### src/rtl/param_stream_pkg.sv
// Shared definitions for the parameter-ROM stream sequencer.
package param_stream_pkg;

  // FSM encoding kept as plain constants so older tools and netlists see fixed codes.
  typedef logic [1:0] state_t;
  localparam state_t ST_IDLE  = 2'd0;
  localparam state_t ST_RUN   = 2'd1;
  localparam state_t ST_DRAIN = 2'd2;
  localparam state_t ST_FIN   = 2'd3;

  // Width needed to hold a count from 0 to depth inclusive.
  function automatic int count_width(input int depth);
    return $clog2(depth + 1);
  endfunction

endpackage

### src/rtl/param_stream_fifo.sv
// First-word-fall-through FIFO with registered storage and an occupancy count.
module param_stream_fifo
  import param_stream_pkg::*;
#(
  parameter int WIDTH = 17,
  parameter int DEPTH = 4
) (
  input  logic                          clk,
  input  logic                          rst,
  input  logic                          push,
  input  logic [WIDTH-1:0]              push_data,
  input  logic                          pop,
  output logic [WIDTH-1:0]              head_data,
  output logic                          head_valid,
  output logic [count_width(DEPTH)-1:0] count
);

  localparam int CW = count_width(DEPTH);
  localparam int PW = (DEPTH > 1) ? $clog2(DEPTH) : 1;

  logic [WIDTH-1:0] mem_q [DEPTH];
  logic [PW-1:0]    wr_ptr_q, wr_ptr_d;
  logic [PW-1:0]    rd_ptr_q, rd_ptr_d;
  logic [CW-1:0]    count_q, count_d;

  // Pointers wrap explicitly so DEPTH need not be a power of two.
  function automatic logic [PW-1:0] ptr_inc(input logic [PW-1:0] p);
    return (p == PW'(DEPTH - 1)) ? '0 : p + PW'(1);
  endfunction

  // Next pointers and occupancy from this cycle's push/pop.
  always_comb begin
    // NOTE: every variable gets a default first so no path can infer a latch.
    wr_ptr_d = wr_ptr_q;
    rd_ptr_d = rd_ptr_q;
    count_d  = count_q;
    if (push) wr_ptr_d = ptr_inc(wr_ptr_q);
    if (pop)  rd_ptr_d = ptr_inc(rd_ptr_q);
    case ({push, pop})
      2'b10:   count_d = count_q + CW'(1);
      2'b01:   count_d = count_q - CW'(1);
      default: count_d = count_q;
    endcase
  end

  // Control flops with synchronous reset.
  always_ff @(posedge clk) begin
    // NOTE: non-blocking assignments so every flop samples pre-edge values.
    if (rst) begin
      wr_ptr_q <= '0;
      rd_ptr_q <= '0;
      count_q  <= '0;
    end else begin
      wr_ptr_q <= wr_ptr_d;
      rd_ptr_q <= rd_ptr_d;
      count_q  <= count_d;
    end
  end

  // Payload storage write.
  always_ff @(posedge clk) begin
    // NOTE: the data array is not reset; head_valid derives from count_q and masks stale words.
    if (push) mem_q[wr_ptr_q] <= push_data;
  end

  assign head_data  = mem_q[rd_ptr_q];
  assign head_valid = (count_q != '0);
  assign count      = count_q;

endmodule

### src/rtl/param_stream_ctrl.sv
// Sequences reads of a parameter ROM and delivers them as a lossless valid/ready stream.
module param_stream_ctrl
  import param_stream_pkg::*;
#(
  parameter int PRECISION    = 16,
  parameter int PARALLELISM  = 1,
  parameter int OUT_DEPTH    = 32,
  parameter int ROM_LATENCY  = 2,
  parameter int FIFO_DEPTH   = 4,
  parameter int REPEAT_WIDTH = 8,
  parameter int ADDR_WIDTH   = $clog2(OUT_DEPTH) + 1
) (
  input  logic                             clk,
  input  logic                             rst,
  input  logic                             start,
  input  logic [REPEAT_WIDTH-1:0]          cfg_repeat,
  output logic                             busy,
  output logic                             done,
  output logic [ADDR_WIDTH-1:0]            rom_addr,
  output logic                             rom_ce,
  input  logic [PRECISION*PARALLELISM-1:0] rom_q,
  output logic [PRECISION-1:0]             data_out [PARALLELISM],
  output logic                             data_out_valid,
  input  logic                             data_out_ready,
  output logic                             data_out_last
);

  localparam int DW  = PRECISION * PARALLELISM;
  localparam int CW  = count_width(FIFO_DEPTH);
  localparam int IFW = count_width(ROM_LATENCY);

  typedef struct packed {
    logic          last;
    logic [DW-1:0] data;
  } entry_t;

  state_t                  state_q, state_d;
  logic [ADDR_WIDTH-1:0]   addr_q, addr_d;
  logic [REPEAT_WIDTH-1:0] pass_q, pass_d;
  logic [REPEAT_WIDTH-1:0] rep_q, rep_d;
  logic [ROM_LATENCY-1:0]  slot_q, slot_d;
  logic [ROM_LATENCY-1:0]  slot_last_q, slot_last_d;

  logic [IFW-1:0] inflight;
  logic [CW-1:0]  fifo_count;
  logic           pop, push, issue, issue_last, credit_ok;
  entry_t         push_entry, head_entry;

  // Reads issued but not yet returned by the ROM.
  always_comb begin
    inflight = '0;
    for (int i = 0; i < ROM_LATENCY; i++) inflight = inflight + IFW'(slot_q[i]);
  end

  // A read may issue only if its word is guaranteed a FIFO slot on return.
  assign pop        = data_out_valid & data_out_ready;
  assign credit_ok  = (32'(fifo_count) + 32'(inflight) - 32'(pop)) < 32'(FIFO_DEPTH);
  assign issue      = (state_q == ST_RUN) && credit_ok;
  assign issue_last = issue && (addr_q == ADDR_WIDTH'(OUT_DEPTH - 1));

  // The slot exiting the tracker marks rom_q as valid this cycle.
  assign push            = slot_q[ROM_LATENCY-1];
  assign push_entry.last = slot_last_q[ROM_LATENCY-1];
  assign push_entry.data = rom_q;

  // FSM, address/pass counters and the issue-slot tracker.
  always_comb begin
    state_d     = state_q;
    addr_d      = addr_q;
    pass_d      = pass_q;
    rep_d       = rep_q;
    slot_d      = ROM_LATENCY'({slot_q, issue});
    slot_last_d = ROM_LATENCY'({slot_last_q, issue_last});
    case (state_q)
      ST_IDLE: begin
        if (start) begin
          rep_d   = cfg_repeat;
          addr_d  = '0;
          pass_d  = '0;
          state_d = (cfg_repeat == '0) ? ST_FIN : ST_RUN;
        end
      end
      ST_RUN: begin
        if (issue) begin
          if (addr_q == ADDR_WIDTH'(OUT_DEPTH - 1)) begin
            addr_d = '0;
            if (pass_q == rep_q - REPEAT_WIDTH'(1)) state_d = ST_DRAIN;
            else                                    pass_d  = pass_q + REPEAT_WIDTH'(1);
          end else begin
            addr_d = addr_q + ADDR_WIDTH'(1);
          end
        end
      end
      ST_DRAIN: begin
        // Finish once nothing is in flight and the final buffered beat leaves this cycle.
        if ((inflight == '0) && (32'(fifo_count) == 32'(pop))) state_d = ST_FIN;
      end
      default: state_d = ST_IDLE;
    endcase
  end

  // Sequencer flops with synchronous reset; a reset abandons any job in progress.
  always_ff @(posedge clk) begin
    if (rst) begin
      state_q     <= ST_IDLE;
      addr_q      <= '0;
      pass_q      <= '0;
      rep_q       <= '0;
      slot_q      <= '0;
      slot_last_q <= '0;
    end else begin
      state_q     <= state_d;
      addr_q      <= addr_d;
      pass_q      <= pass_d;
      rep_q       <= rep_d;
      slot_q      <= slot_d;
      slot_last_q <= slot_last_d;
    end
  end

  param_stream_fifo #(
    .WIDTH($bits(entry_t)),
    .DEPTH(FIFO_DEPTH)
  ) u_fifo (
    .clk       (clk),
    .rst       (rst),
    .push      (push),
    .push_data (push_entry),
    .pop       (pop),
    .head_data (head_entry),
    .head_valid(data_out_valid),
    .count     (fifo_count)
  );

  // Unpack the head word into the element array.
  always_comb begin
    for (int j = 0; j < PARALLELISM; j++) data_out[j] = head_entry.data[PRECISION*j +: PRECISION];
  end

  assign data_out_last = data_out_valid & head_entry.last;
  assign busy          = (state_q != ST_IDLE);
  assign done          = (state_q == ST_FIN);
  assign rom_ce        = (state_q == ST_RUN) || (state_q == ST_DRAIN);
  assign rom_addr      = addr_q;

endmodule

### config.mk
export PLATFORM = sky130hd
export DESIGN_NAME = param_stream_ctrl
export DESIGN_NICKNAME = d
export VERILOG_FILES = /design/src/rtl/param_stream_pkg.sv /design/src/rtl/param_stream_fifo.sv /design/src/rtl/param_stream_ctrl.sv
export SDC_FILE = /design/constraint.sdc
export NUM_CORES = 1
export LEC_CHECK = 0
export BUFFER_PORTS_ARGS = -buffer_cell sky130_fd_sc_hd__buf_2
export CAP_MARGIN = 15
export CORE_MARGIN = 1.5
export CORE_UTILIZATION = 40
export DETAILED_ROUTE_END_ITERATION = 6
export SKIP_CTS_REPAIR_TIMING = 1
export SYNTH_ARGS = -nofsm -noshare
export SYNTH_HDL_FRONTEND = slang
export SYNTH_SLANG_ARGS = --single-unit
### constraint.sdc
create_clock -name clk -period 2.8 [get_ports clk]
set_input_delay 0.28 -clock clk [delete_from_list [all_inputs] [get_ports clk]]
set_output_delay 0.28 -clock clk [all_outputs]
set_load 0.03 [all_outputs]
Yosys cells after proc, flatten, opt, wreduce, memory -nomap -nowiden
Memories as Yosys holds them, arrays and structs flattened. A register that Yosys moved wholly into a read port is not among the register bits.
Cells that the tools add are included.
{"block": "op_classes", "add_sub_neg": 10, "mul": 0, "div_mod_pow": 0, "magnitude_cmp": 1, "n_eq_ne": 16, "shifts": 0, "n_mux": 23, "bitwise": 2, "reduce_logical": 15}
{"cell": "< comparator 32 x 3 -> 1 bit (second input constant)", "count": 1}
{"cell": "2-to-1 mux 8 bit", "count": 4}
{"cell": "2-to-1 mux 2 bit", "count": 10}
{"cell": "2-to-1 mux 6 bit", "count": 3}
{"cell": "one-hot mux 8 bit (2 select lines)", "count": 1}
{"cell": "!= test 2 bit (second input constant)", "count": 6}
{"cell": "one-hot mux 6 bit (2 select lines)", "count": 1}
{"cell": "equality test 2 bit (second input constant)", "count": 5}
{"cell": "AND reduction 5 bit", "count": 2}
{"cell": "adder 8 x 1 -> 8 bit (second input constant)", "count": 1}
{"cell": "equality test 8 bit", "count": 1}
{"cell": "zero test 8 bit", "count": 1}
{"cell": "subtractor 8 x 1 -> 8 bit (second input constant)", "count": 1}
{"cell": "adder 6 x 1 -> 6 bit (second input constant)", "count": 1}
{"cell": "equality test 6 x 5 -> 1 bit (second input constant)", "count": 1}
{"cell": "one-hot mux 2 bit (3 select lines)", "count": 1}
{"cell": "one-hot mux 3 bit (2 select lines)", "count": 1}
{"cell": "nonzero test 2 bit", "count": 3}
{"cell": "subtractor 4 x 1 -> 5 bit", "count": 1}
{"cell": "adder 2 x 1 -> 2 bit (second input constant)", "count": 2}
{"cell": "adder 3 x 2 -> 4 bit", "count": 1}
{"cell": "equality test 2 x 1 -> 1 bit (second input constant)", "count": 2}
{"cell": "zero test 2 bit", "count": 2}
{"cell": "adder 3 x 1 -> 3 bit (second input constant)", "count": 1}
{"cell": "10 further kinds", "count": 14}
{"block": "word_totals", "reg_bits": 35, "latchBits": 0, "mem_bits_rw": 68, "romBits": 0, "in_bits": 28, "output_inout_bits": 27, "word_cells": 77, "n_memories": 1}
{"memory": "u_fifo.mem_q", "words": 4, "width": 17, "read_ports": 1, "rd_clocked_by_memory_dff": 1, "write_ports": 1, "line_no": "param_stream_fifo.sv:21", "rtl": "logic [WIDTH-1:0] mem_q [DEPTH];"}

Logic depth before layout (Yosys ltp)
Gate-level depths: netlist of the first run.
{"block": "depth", "word_depth": 7, "depth_mapped": 13, "mapped_depth_nobuf": 12}

By module
Synthesis of the first run repeated with hierarchy kept, for this count alone.
{"block": "hier_totals", "hier_cells": 351, "area_unflattened_um2": 4655.7}
{"mod": "param_stream_fifo", "instances": 1, "cells_per_inst": 132, "area_per_inst_um2": 2925.3, "seq_area_each_um2": 2222.1}
{"mod": "param_stream_ctrl", "instances": 1, "cells_per_inst": 219, "area_per_inst_um2": 1730.4, "seq_area_each_um2": 560.5}

Worst setup path after synthesis of the first run
OpenSTA, ideal clock, no wires.
{"block": "synth_timing", "path_kind": "register to register", "startpoint": "register slot_q[1]", "endpoint": "register pass_q[3]", "setup_time_ns": 0.074, "arrival_time_ns": 2.448, "required_time_ns": 2.726, "slack_ns": 0.278, "path_stages_with_launch": 11, "path_buffers": 0, "synth_period_minus_slack_ns": 2.522, "cell_sequence": "dfxtp_1 > ha_1 > inv_1 > ha_1 > inv_1 > ha_1 > nor4b_1 > o21ai_0 > and2_4 > or4_1 > a31oi_1"}
{"block": "synth_via", "elab_chain_cells": 7}
{"item": "start, declared", "line_no": "param_stream_ctrl.sv:41", "rtl": "logic [ROM_LATENCY-1:0] slot_q, slot_d;"}
{"item": "start signal, assigned", "line_no": "param_stream_ctrl.sv:116", "rtl": "slot_q <= slot_d;"}
{"item": "adder 1 x 1 -> 2 bit", "line_no": "param_stream_ctrl.sv:52", "rtl": "for (int i = 0; i < ROM_LATENCY; i++) inflight = inflight + IFW'(slot_q[i]);"}
{"item": "adder 3 x 2 -> 4 bit", "line_no": "param_stream_ctrl.sv:57", "rtl": "assign credit_ok = (32'(fifo_count) + 32'(inflight) - 32'(pop)) < 32'(FIFO_DEPTH);"}
{"item": "subtractor 4 x 1 -> 5 bit", "line_no": "param_stream_ctrl.sv:57"}
{"item": "< comparator 32 x 3 -> 1 bit", "line_no": "param_stream_ctrl.sv:57"}
{"item": "logical AND 1 bit", "line_no": "param_stream_ctrl.sv:58", "rtl": "assign issue = (state_q == ST_RUN) && credit_ok;"}
{"item": "!= test 2 bit (no source line)"}
{"item": "AND reduction 5 bit (no source line)"}
{"item": "end signal, assigned", "line_no": "param_stream_ctrl.sv:114", "rtl": "pass_q <= pass_d;"}
{"item": "end, declared", "line_no": "param_stream_ctrl.sv:39", "rtl": "logic [REPEAT_WIDTH-1:0] pass_q, pass_d;"}
No other way between the ends.
A chain may end at the register's enable or synchronous reset.

Final worst setup path of the first run
{"block": "layout_timing", "startpoint": "register u_fifo.count_q[2], in the netlist u_fifo.count[2]", "endpoint": "register pass_q[3]"}
{"block": "layout_via", "elab_chain_cells": 7, "elab_cells_between_ends": 8, "cone_classes": "2 x add/sub; 1 x order compare; 1 x eq/ne; 1 x bitwise; 3 x reduce/logical"}
{"item": "start, declared", "line_no": "param_stream_fifo.sv:24", "rtl": "logic [CW-1:0] count_q, count_d;"}
{"item": "start signal, assigned", "line_no": "param_stream_fifo.sv:56", "rtl": "count_q <= count_d;"}
{"item": "nonzero test 3 bit", "line_no": "param_stream_fifo.sv:67", "rtl": "assign head_valid = (count_q != '0);"}
{"item": "bitwise AND 1 bit", "line_no": "param_stream_ctrl.sv:56", "rtl": "assign pop = data_out_valid & data_out_ready;"}
{"item": "named net pop", "line_no": "param_stream_ctrl.sv:46", "rtl": "logic pop, push, issue, issue_last, credit_ok;"}
{"item": "subtractor 4 x 1 -> 5 bit", "line_no": "param_stream_ctrl.sv:57"}
{"item": "< comparator 32 x 3 -> 1 bit", "line_no": "param_stream_ctrl.sv:57"}
{"item": "logical AND 1 bit", "line_no": "param_stream_ctrl.sv:58"}
{"item": "!= test 2 bit (no source line)"}
{"item": "AND reduction 5 bit (no source line)"}
The timed path passes the listed nets, and every way through them passes these cells.

==> impl_metrics.env, run 1 <==
export IMPL_fin_skew_ns=0.00629
export IMPL_slew_violations=0
export IMPL_synth_adder_area_share=0.0537
export IMPL_max_vdd_ir_drop_mv=0.570
export IMPL_rows=39
export IMPL_fin_area_sq_um=5670
export IMPL_start_util=0.415
export IMPL_synth_nets=428
export IMPL_synth_flop_cell="edfxtp_1"
export IMPL_clk_insertion_delay_late_ns=0.34
export IMPL_syn2layout_area_growth_pct=18.0
export IMPL_die_area_sq_um=12700
export IMPL_power_density_nw_per_um2=836
export IMPL_tns_ns=0
export IMPL_crit_required_ns=3.06
export IMPL_place_area_sq_um=5300
export IMPL_async_reset_ff_frac=0
export IMPL_antenna_found_initial=0
export IMPL_postRouteAntennaNets=0
export IMPL_final_cell_mix="edfxtp_1, buf_2, dfxtp_1"
export IMPL_core_sq_um=11600
export IMPL_critPathCaptureType="flop"
export IMPL_dp_cells=577
export IMPL_crit_arrival_ns=2.83
export IMPL_period_minus_slack_ns=2.57
export IMPL_fin_ws_ns=0.231
export IMPL_synth_cells=380
export IMPL_grt_pass1_vias=3140
export IMPL_clkTransAtPathRegs_ns=0.07
export IMPL_grt_first_pass_wirelength_um=15200
export IMPL_worst_path_max_fanout=7
export IMPL_ys_seq_area_frac=0.579
export IMPL_grt_max_degree=34
export IMPL_wl_per_cell_um=15.5
export IMPL_synth_area_leaders="edfxtp_1, dfxtp_1, mux4_2"
export IMPL_setup_violations_final=0
export IMPL_leakagePower_uw=0.00211
export IMPL_dp_hpwl_um=6480
export IMPL_cap_violations=0
export IMPL_htree_num_levels=3
export IMPL_pin_count=55
export IMPL_ys_seq_elements=105
export IMPL_violations="design-rule violations"
export IMPL_tightest_slew_ns=0.626
export IMPL_slowest_stage="or4_1"
export IMPL_drive_gt1_frac=0.271
export IMPL_yosys_area_top_type_share=0.425
export IMPL_synthXorXnorAreaFrac=0.0201
export IMPL_wl_um=9210
export IMPL_critPathMaxStageDelay_ns=0.49
export IMPL_port_buffer_count=54
export IMPL_slew_headroom=0.578
export IMPL_synth_compound_area_share=0.0951
export IMPL_setup_worst_path_class="flop to flop"
export IMPL_fp_dieW_um=113
export IMPL_detail_route_vias_per_cell=5.42
export IMPL_cts_buffers=9
export IMPL_dr_pass1_iters=7
export IMPL_place_congestion=0.810
export IMPL_track_usage=0.152
export IMPL_rsz0062_at_grt="no"
export IMPL_synth_top_cell_by_area="edfxtp_1"
export IMPL_clockBufferDepth=2
export IMPL_critical_path_buf_inv_count=2
export IMPL_fillers=1034
export IMPL_muxShareOfSynthArea=0.0842
export IMPL_stdcell_count=594
export IMPL_vias=3219
export IMPL_drc=3
export IMPL_yosys_area_share_simple=0.137
export IMPL_antenna_cells=0
export IMPL_status="complete, but fails checks"
export IMPL_finalHoldViolCount=0
export IMPL_synth_edf_count=68
export IMPL_hp_class="input pin to flop"
export IMPL_clockRootBuffer="clkbuf_16"
export IMPL_synth_top_family_by_area="simple AND/OR/NAND/NOR gates"
export IMPL_crit_family="simple AND/OR/NAND/NOR gates"
export IMPL_cts_tree="done"
export IMPL_fin_total_pwr_uw=4740
export IMPL_numClockSinks=105
export IMPL_netlist_area_sq_um=4800
export IMPL_drt_initial_drc_count=250
export IMPL_path_cells="inv_1, nand3_2, nand2_4, inv_4, nand2_1, ha_1, a21oi_1, o21ai_0, o41a_1, and2_4, or4_1, a31oi_1"
export IMPL_yosysWarningCount=0
export IMPL_fmax_ghz=0.389
export IMPL_period_share=0.917
export IMPL_nets=494
export IMPL_final_common_cell="edfxtp_1"
export IMPL_syn_mean_instance_area_sq_um=12.6
export IMPL_globalRoute_totalOverflow=0
export IMPL_yosys_cell_types_count=64
export IMPL_post_place_ws_ns=0.0639
export IMPL_cp_start_kind="flop"
export IMPL_die_h_um=113
==> power breakdown <==
group	total (uW)	internal (uW)	switching [uW]
Clock	1360	798	562
Sequential	1840	1750	87.7
Combinational	1540	600	941
Total	4740	3150	1590
==> final cells by class <==
class                      instances  area [sq um]  area share
multi-input combinational        240          1900       0.336
inverter                          21          88.8      0.0157
sequential                       105          2780       0.491
clock buffer                      10           229      0.0404
tap                              143           179      0.0316
clock inverter                     6          97.6      0.0172
timing repair buffer              69           383      0.0676
==> cell families (layout without fill, tap and decap cells) <==
group                    after synthesis  in the layout
XOR/XNOR                              11             11
AO/OA/AOI/OAI                         67             67
flip-flops                           105            105
multiplexers                          19             19
AND/OR/NAND/NOR                      123            123
adder cells (fa/ha/maj)               20             20
buffers and inverters                 35            106
==> sequential cells by signal, summed over array words and instances, names as in the netlist, named ones only <==
signal / flops
u_fifo.mem_q: 68
rom_addr: 6
pass_q: 8
slot_last_q: 2
slot_q: 2
u_fifo.rd_ptr_q: 2
rep_q: 8
u_fifo.wr_ptr_q: 2
state_q: 2
u_fifo.count: 3
==> layer usage <==
layer,vias to the layer above,routed length (um),track usage
met5,-,0,0
met4,0,127,0.0473
met3,9,413,0.0405
met2,80,4480,0.248
met1,1576,4180,0.198
li1,1554,-,-
==> worst register-to-register path: stages, from the launching register on <==
cell     delay, ns
dfxtp_2       0.41
inv_1         0.12
nand3_2       0.14
nand2_4       0.08
inv_4         0.07
nand2_1       0.05
ha_1          0.27
a21oi_1       0.19
o21ai_0       0.11
o41a_1        0.18
and2_4        0.19
or4_1         0.49
a31oi_1       0.18
==> synthesized netlist by cell type, drive strengths merged, types with 2 or more instances <==
master and count:
nor3 11, nand2 33, xnor2 4, nand2b 8
and3 5, ha 19, xor2 7, a21boi 2
nor2b 4, a21oi 25, dfxtp 37, a22o 3
nand4 4, or3 2, a311oi 3, nor2 19
nor4b 3, a21o 2, o211ai 3, a31o 2
nand3 13, nand3b 2, a31oi 7, inv 20
clkbuf 9, o21ai 6, mux4 17, and2 9
a21bo 2, nor4 3, o21bai 2, buf 5
edfxtp 68
==> metrics by stage <==
| stage | hold slack (ns) | util |
|---|---|---|
| after floorplan | 0.379 | - |
| after global placement | 0.428 | 0.458 |
| after detailed placement | 0.432 | 0.458 |
| after CTS | 0.135 | 0.486 |
| after global routing | 0.140 | 0.490 |
| final | 0.144 | 0.490 |
==> worst paths after layout <==
kind,start,to,slack [ns],cells past startpoint
setup / recovery,u_fifo.count[2]$_SDFFE_PP0P_,pass_q[3]$_SDFFE_PP0P_,0.23,12
hold / removal,rom_q[15],u_fifo.mem_q[0][15]$_DFFE_PP_,0.14,1
hold reg to reg,slot_last_q[0]$_SDFF_PP0_,slot_last_q[1]$_SDFF_PP0_,0.44,1
setup reg to reg,u_fifo.count[2]$_SDFFE_PP0P_,pass_q[3]$_SDFFE_PP0P_,0.23,12
Power figures use the tool's default switching activity.
==> inputs of run 2 (changes only) <==
==> constraint.sdc (replaced) <==
create_clock -name clk -period 2.7 [get_ports clk]
set_input_delay 0.27 -clock clk [delete_from_list [all_inputs] [get_ports clk]]
set_output_delay 0.27 -clock clk [all_outputs]
set_load 0.03 [all_outputs]
==> run 2 against run 1 <==
Net effect: the flow still finishes with violations (design-rule violations); critical path depth is 1 higher; combinational power up 8%; routed wire length up 1.1%; cell area increased by 0.15%; via count decreased by 0.50%; clock power is 9% lower; fmax rose by 1.2%; highest routed layer unchanged.
==> impl_metrics.env, run 2 (synthesis results as in run 1) <==
export IMPL_rows=39
export IMPL_place_area_sq_um=5320
export IMPL_start_util=0.415
export IMPL_slew_headroom=0.651
export IMPL_clockRootBuffer="clkbuf_16"
export IMPL_antenna_found_initial=0
export IMPL_nets=499
export IMPL_finalHoldViolCount=0
export IMPL_fin_area_sq_um=5670
export IMPL_place_congestion=0.845
export IMPL_largest_reg_flops=68
export IMPL_wl_per_cell_um=15.5
export IMPL_leakagePower_uw=0.00211
export IMPL_tightest_slew_ns=0.519
export IMPL_die_area_sq_um=12700
export IMPL_antenna_cells=0
export IMPL_htree_num_levels=3
export IMPL_top_register="u_fifo.mem_q"
export IMPL_dr_pass1_iters=7
export IMPL_final_cell_mix="edfxtp_1, buf_2, dfxtp_1"
export IMPL_detail_route_vias_per_cell=5.35
export IMPL_cap_violations=0
export IMPL_regArea_sq_um=2780
export IMPL_grt_pass1_vias=3187
export IMPL_setup_worst_path_class="flop to flop"
export IMPL_period_share=0.940
export IMPL_top_regs="u_fifo.mem_q (68), pass_q (8), rep_q (8)"
export IMPL_track_usage=0.156
export IMPL_numClockSinks=105
export IMPL_cp_start_kind="flop"
export IMPL_cts_tree="done"
export IMPL_clockBufferDepth=2
export IMPL_fin_skew_ns=0.00831
export IMPL_grt_first_pass_wirelength_um=15600
export IMPL_clkTransAtPathRegs_ns=0.07
export IMPL_crit_required_ns=2.93
export IMPL_critPathCaptureType="flop"
export IMPL_fillers=1032
export IMPL_fp_dieW_um=113
export IMPL_grt_max_degree=24
export IMPL_power_density_nw_per_um2=847
export IMPL_syn2layout_area_growth_pct=18.2
export IMPL_core_sq_um=11600
export IMPL_crit_arrival_ns=2.77
export IMPL_vias=3203
export IMPL_setup_violations_final=0
export IMPL_clk_insertion_delay_late_ns=0.35
export IMPL_violations="design-rule violations"
export IMPL_die_h_um=113
export IMPL_wl_um=9310
export IMPL_tns_ns=0
export IMPL_status="complete, but fails checks"
export IMPL_globalRoute_totalOverflow=0
export IMPL_port_buffer_count=54
export IMPL_hold_ws_ns=0.135
export IMPL_postRouteAntennaNets=0
export IMPL_slew_violations=0
export IMPL_worst_path_max_fanout=4
export IMPL_fmax_ghz=0.394
export IMPL_final_common_cell="edfxtp_1"
export IMPL_pin_count=55
export IMPL_drc=5
export IMPL_drive_gt1_frac=0.274
export IMPL_period_minus_slack_ns=2.54
export IMPL_multi_input_area_sq_um=1920
export IMPL_dp_hpwl_um=6620
export IMPL_max_vdd_ir_drop_mv=0.566
export IMPL_final_core_util=0.491
export IMPL_hp_class="input pin to flop"
export IMPL_cts_buffers=9
export IMPL_drt_initial_drc_count=198
## run 2: changes by cell type in the layout (fill, tap and decap cells not counted)
cell | before | now
nor4b_2 | 2 | 1
o21ai_0 | 5 | 4
dfxtp_1 | 36 | 37
dfxtp_2 | 1 | 0
inv_6 | 2 | 3
clkinv_1 | 1 | 2
a32oi_4 | 0 | 1
a32oi_2 | 1 | 0
bufinv_16 | 2 | 0
buf_4 | 15 | 20
nor4b_4 | 1 | 2
o21ai_1 | 1 | 2
## run 2: path summary, 6_finish.rpt
| path | from | endpoint | slack [ns] | cells after the start |
|---|---|---|---|---|
| worst max register to register | slot_q[0]$_SDFF_PP0_ | state_q[1]$_SDFFE_PP0P_ | 0.16 | 13 |
| worst max-delay path | slot_q[0]$_SDFF_PP0_ | state_q[1]$_SDFFE_PP0P_ | 0.16 | 13 |
| worst min-delay path | rom_q[15] | u_fifo.mem_q[1][15]$_DFFE_PP_ | 0.14 | 1 |
| worst min register to register | slot_last_q[0]$_SDFF_PP0_ | slot_last_q[1]$_SDFF_PP0_ | 0.46 | 1 |
## run 2: critical path, stage by stage, from the launching register on
cell	delay, ns
dfxtp_1	0.32
ha_1	0.19
inv_1	0.06
ha_1	0.16
inv_1	0.07
ha_4	0.24
nor4b_4	0.28
o21ai_0	0.12
o41a_1	0.19
buf_4	0.18
buf_4	0.12
a31o_2	0.23
a22oi_1	0.18
a21oi_1	0.09
## run 2: metrics by stage
| step | total power, uW | setup slack [ns] | std cells |
|---|---|---|---|
| 6_report | 4800 | 0.161 | 599 |
| 5_1_grt | 5090 | -0.00464 | 599 |
| 4_1_cts | 4740 | -0.000461 | 596 |
| 3_5_place_dp | 3490 | 0.0180 | 580 |
| 3_3_place_gp | 3470 | 0.125 | 580 |
| 2_1_floorplan | 3070 | 0.178 | 380 |
## run 2: report_power, final
part / internal [uW] / total (uW) / switching, uW
logic: 670 / 1660 / 994
registers: 1810 / 1900 / 91.5
clock network: 641 / 1240 / 594
## run 2: layout make-up
cell class	instances	share of cell area
clock buffer	10	0.0404
sequential	105	0.490
multi-input combinational	240	0.339
timing repair buffer	74	0.0741
tap	143	0.0315
inverter	21	0.0157
clock inverter	6	0.00882
## run 2: layer usage
layer | wire length [um] | up-vias | global-route usage
met5 | 0 | - | 0
met2 | 4550 | 83 | 0.261
li1 | - | 1565 | -
met4 | 108 | 0 | 0.0397
met1 | 4190 | 1544 | 0.198
met3 | 460 | 11 | 0.0464
==> inputs of run 3 (changes only) <==
--- a/config.mk
+++ b/config.mk
@@ -9,7 +9,9 @@
 export CAP_MARGIN = 15
 export CORE_MARGIN = 1.5
 export CORE_UTILIZATION = 40
+export CTS_CLUSTER_SIZE = 20
 export DETAILED_ROUTE_END_ITERATION = 6
+export PLACE_DENSITY = 0.63
 export SKIP_CTS_REPAIR_TIMING = 1
 export SYNTH_ARGS = -nofsm -noshare
 export SYNTH_HDL_FRONTEND = slang
==> run 3 against run 2 <==
Net effect: the run still ends with design-rule violations left; routed wire length fell by 2.2%; fmax fell by 0.94%; register-to-register slack got worse by 0.02 ns; combinational power down 4%; clock power hardly changed; worst setup slack worse by 0.024 ns; count of clock-buffer cells in the layout rose by 1; critical path depth fell by 3; largest cell class unchanged; largest power group unchanged.
==> impl_metrics.env, run 3 (synthesis results as in run 1) <==
export IMPL_status="complete, but fails checks"
export IMPL_violations="design-rule violations"
export IMPL_antenna_found_initial=0
export IMPL_clkTransAtPathRegs_ns=0.07
export IMPL_hold_start="rom_q[6]"
export IMPL_clockBufferDepth=2
export IMPL_max_vdd_ir_drop_mv=0.558
export IMPL_fin_area_sq_um=5650
export IMPL_fmax_ghz=0.390
export IMPL_hp_class="input pin to flop"
export IMPL_top_register="u_fifo.mem_q"
export IMPL_swShare=0.346
export IMPL_rsz0062_at_grt="no"
export IMPL_drt_initial_drc_count=222
export IMPL_crit_family="compound AO/OA/AOI/OAI gates"
export IMPL_track_usage=0.151
export IMPL_power_density_nw_per_um2=836
export IMPL_critical_path_buf_inv_count=2
export IMPL_wl_per_cell_um=15.3
export IMPL_rows=39
export IMPL_critPathMaxStageDelay_ns=0.49
export IMPL_path_cells="ha_1, inv_1, ha_1, inv_1, ha_1, a21oi_1, o41a_1, and2_4, or4_1, a31oi_1"
export IMPL_tightest_slew_ns=0.679
export IMPL_drive_gt1_frac=0.276
export IMPL_grt_first_pass_wirelength_um=15100
export IMPL_final_cell_mix="edfxtp_1, buf_2, dfxtp_1"
export IMPL_crit_required_ns=2.97
export IMPL_fin_skew_ns=0.00863
export IMPL_clk_insertion_delay_late_ns=0.34
export IMPL_seqPwrFrac=0.406
export IMPL_die_h_um=113
export IMPL_tns_ns=0
export IMPL_setup_violations_final=0
export IMPL_r2r_start="slot_q[0]$_SDFF_PP0_"
export IMPL_critPathLaunch="slot_q[0]$_SDFF_PP0_"
export IMPL_fin_ws_ns=0.137
export IMPL_crit_path_frequent_cell="ha_1"
export IMPL_port_buffer_count=54
export IMPL_cap_violations=0
export IMPL_die_area_sq_um=12700
export IMPL_htree_num_levels=3
export IMPL_numClockSinks=105
export IMPL_pwr_share_comb=0.339
export IMPL_cts_buffers=9
export IMPL_period_share=0.949
export IMPL_top_regs="u_fifo.mem_q (68), pass_q (8), rep_q (8)"
export IMPL_switchingPower_uw=1640
export IMPL_clockPowerShare=0.255
export IMPL_slew_violations=0
export IMPL_start_util=0.415
export IMPL_critPathCaptureType="flop"
export IMPL_antenna_cells=0
export IMPL_final_common_cell="edfxtp_1"
export IMPL_wl_um=9100
export IMPL_slowest_stage="o41a_1"
export IMPL_pin_count=55
export IMPL_internal_power_uw=3090
export IMPL_cp_start_kind="flop"
export IMPL_dr_pass1_iters=7
export IMPL_dp_hpwl_um=6440
export IMPL_vias=3201
export IMPL_finalHoldViolCount=0
export IMPL_leakagePower_uw=0.00209
export IMPL_largest_reg_flops=68
export IMPL_place_congestion=0.825
export IMPL_globalRoute_totalOverflow=0
export IMPL_core_sq_um=11600
export IMPL_setup_worst_path_class="flop to flop"
export IMPL_period_minus_slack_ns=2.56
export IMPL_detail_route_vias_per_cell=5.37
export IMPL_place_area_sq_um=5320
export IMPL_fp_dieW_um=113
export IMPL_grt_max_degree=20
export IMPL_slew_headroom=0.543
export IMPL_postRouteAntennaNets=0
export IMPL_fillers=1024
export IMPL_grt_pass1_vias=3115
export IMPL_clockRootBuffer="clkbuf_16"
export IMPL_nets=496
export IMPL_worst_path_max_fanout=5
export IMPL_syn2layout_area_growth_pct=17.7
export IMPL_drc=5
export IMPL_crit_arrival_ns=2.83
export IMPL_cts_tree="done"
export IMPL_post_place_ws_ns=-0.00169
[run 3: cell type report]
type,count,area [sq um],area share
timing repair buffer,71,410,0.0726
inverter,21,88.8,0.0157
multi-input combinational,240,1910,0.338
sequential,105,2790,0.493
clock inverter,5,42.5,0.00752
tap,143,179,0.0316
clock buffer,11,233,0.0412
[run 3: worst paths after layout]
kind	endpoint	slack, ns	depth (start not counted)
setup / recovery	pass_q[3]$_SDFFE_PP0P_	0.14	10
hold / removal	u_fifo.mem_q[0][6]$_DFFE_PP_	0.14	1
setup reg to reg	pass_q[3]$_SDFFE_PP0P_	0.14	10
hold reg to reg	slot_last_q[1]$_SDFF_PP0_	0.44	1
[run 3: worst reg2reg max path: stages (launching register included)]
cell and delay [ns]:
dfxtp_1 0.33, ha_1 0.14, inv_1 0.05, ha_1 0.26, inv_1 0.04, ha_1 0.26
a21oi_1 0.08, o41a_1 0.49, and2_4 0.19, or4_1 0.49, a31oi_1 0.17
[run 3: routing by layer]
layer | part of all wire | track usage
met2 | 0.49 | 0.254
met4 | 0.015 | 0.0456
met5 | 0 | 0
met1 | 0.44 | 0.191
met3 | 0.051 | 0.0416
[run 3: power by group through the flow]
stage	combinational [uW]	sequential, uW	clock (uW)
after CTS	1570	1920	1250
after detailed placement	1550	1960	0
after global placement	1540	1950	0
final	1600	1920	1210
after floorplan	1140	1930	0
after global routing	1770	1940	1310
[run 3: metrics by stage]
step                      utilization  total power, uW  hold WS, ns  cells
after floorplan                     -             3070        0.369    380
after global placement          0.460             3490        0.421    579
after detailed placement        0.460             3510        0.425    579
after CTS                       0.484             4740        0.125    595
after global routing            0.489             5010        0.129    596
final                           0.489             4730        0.137    596
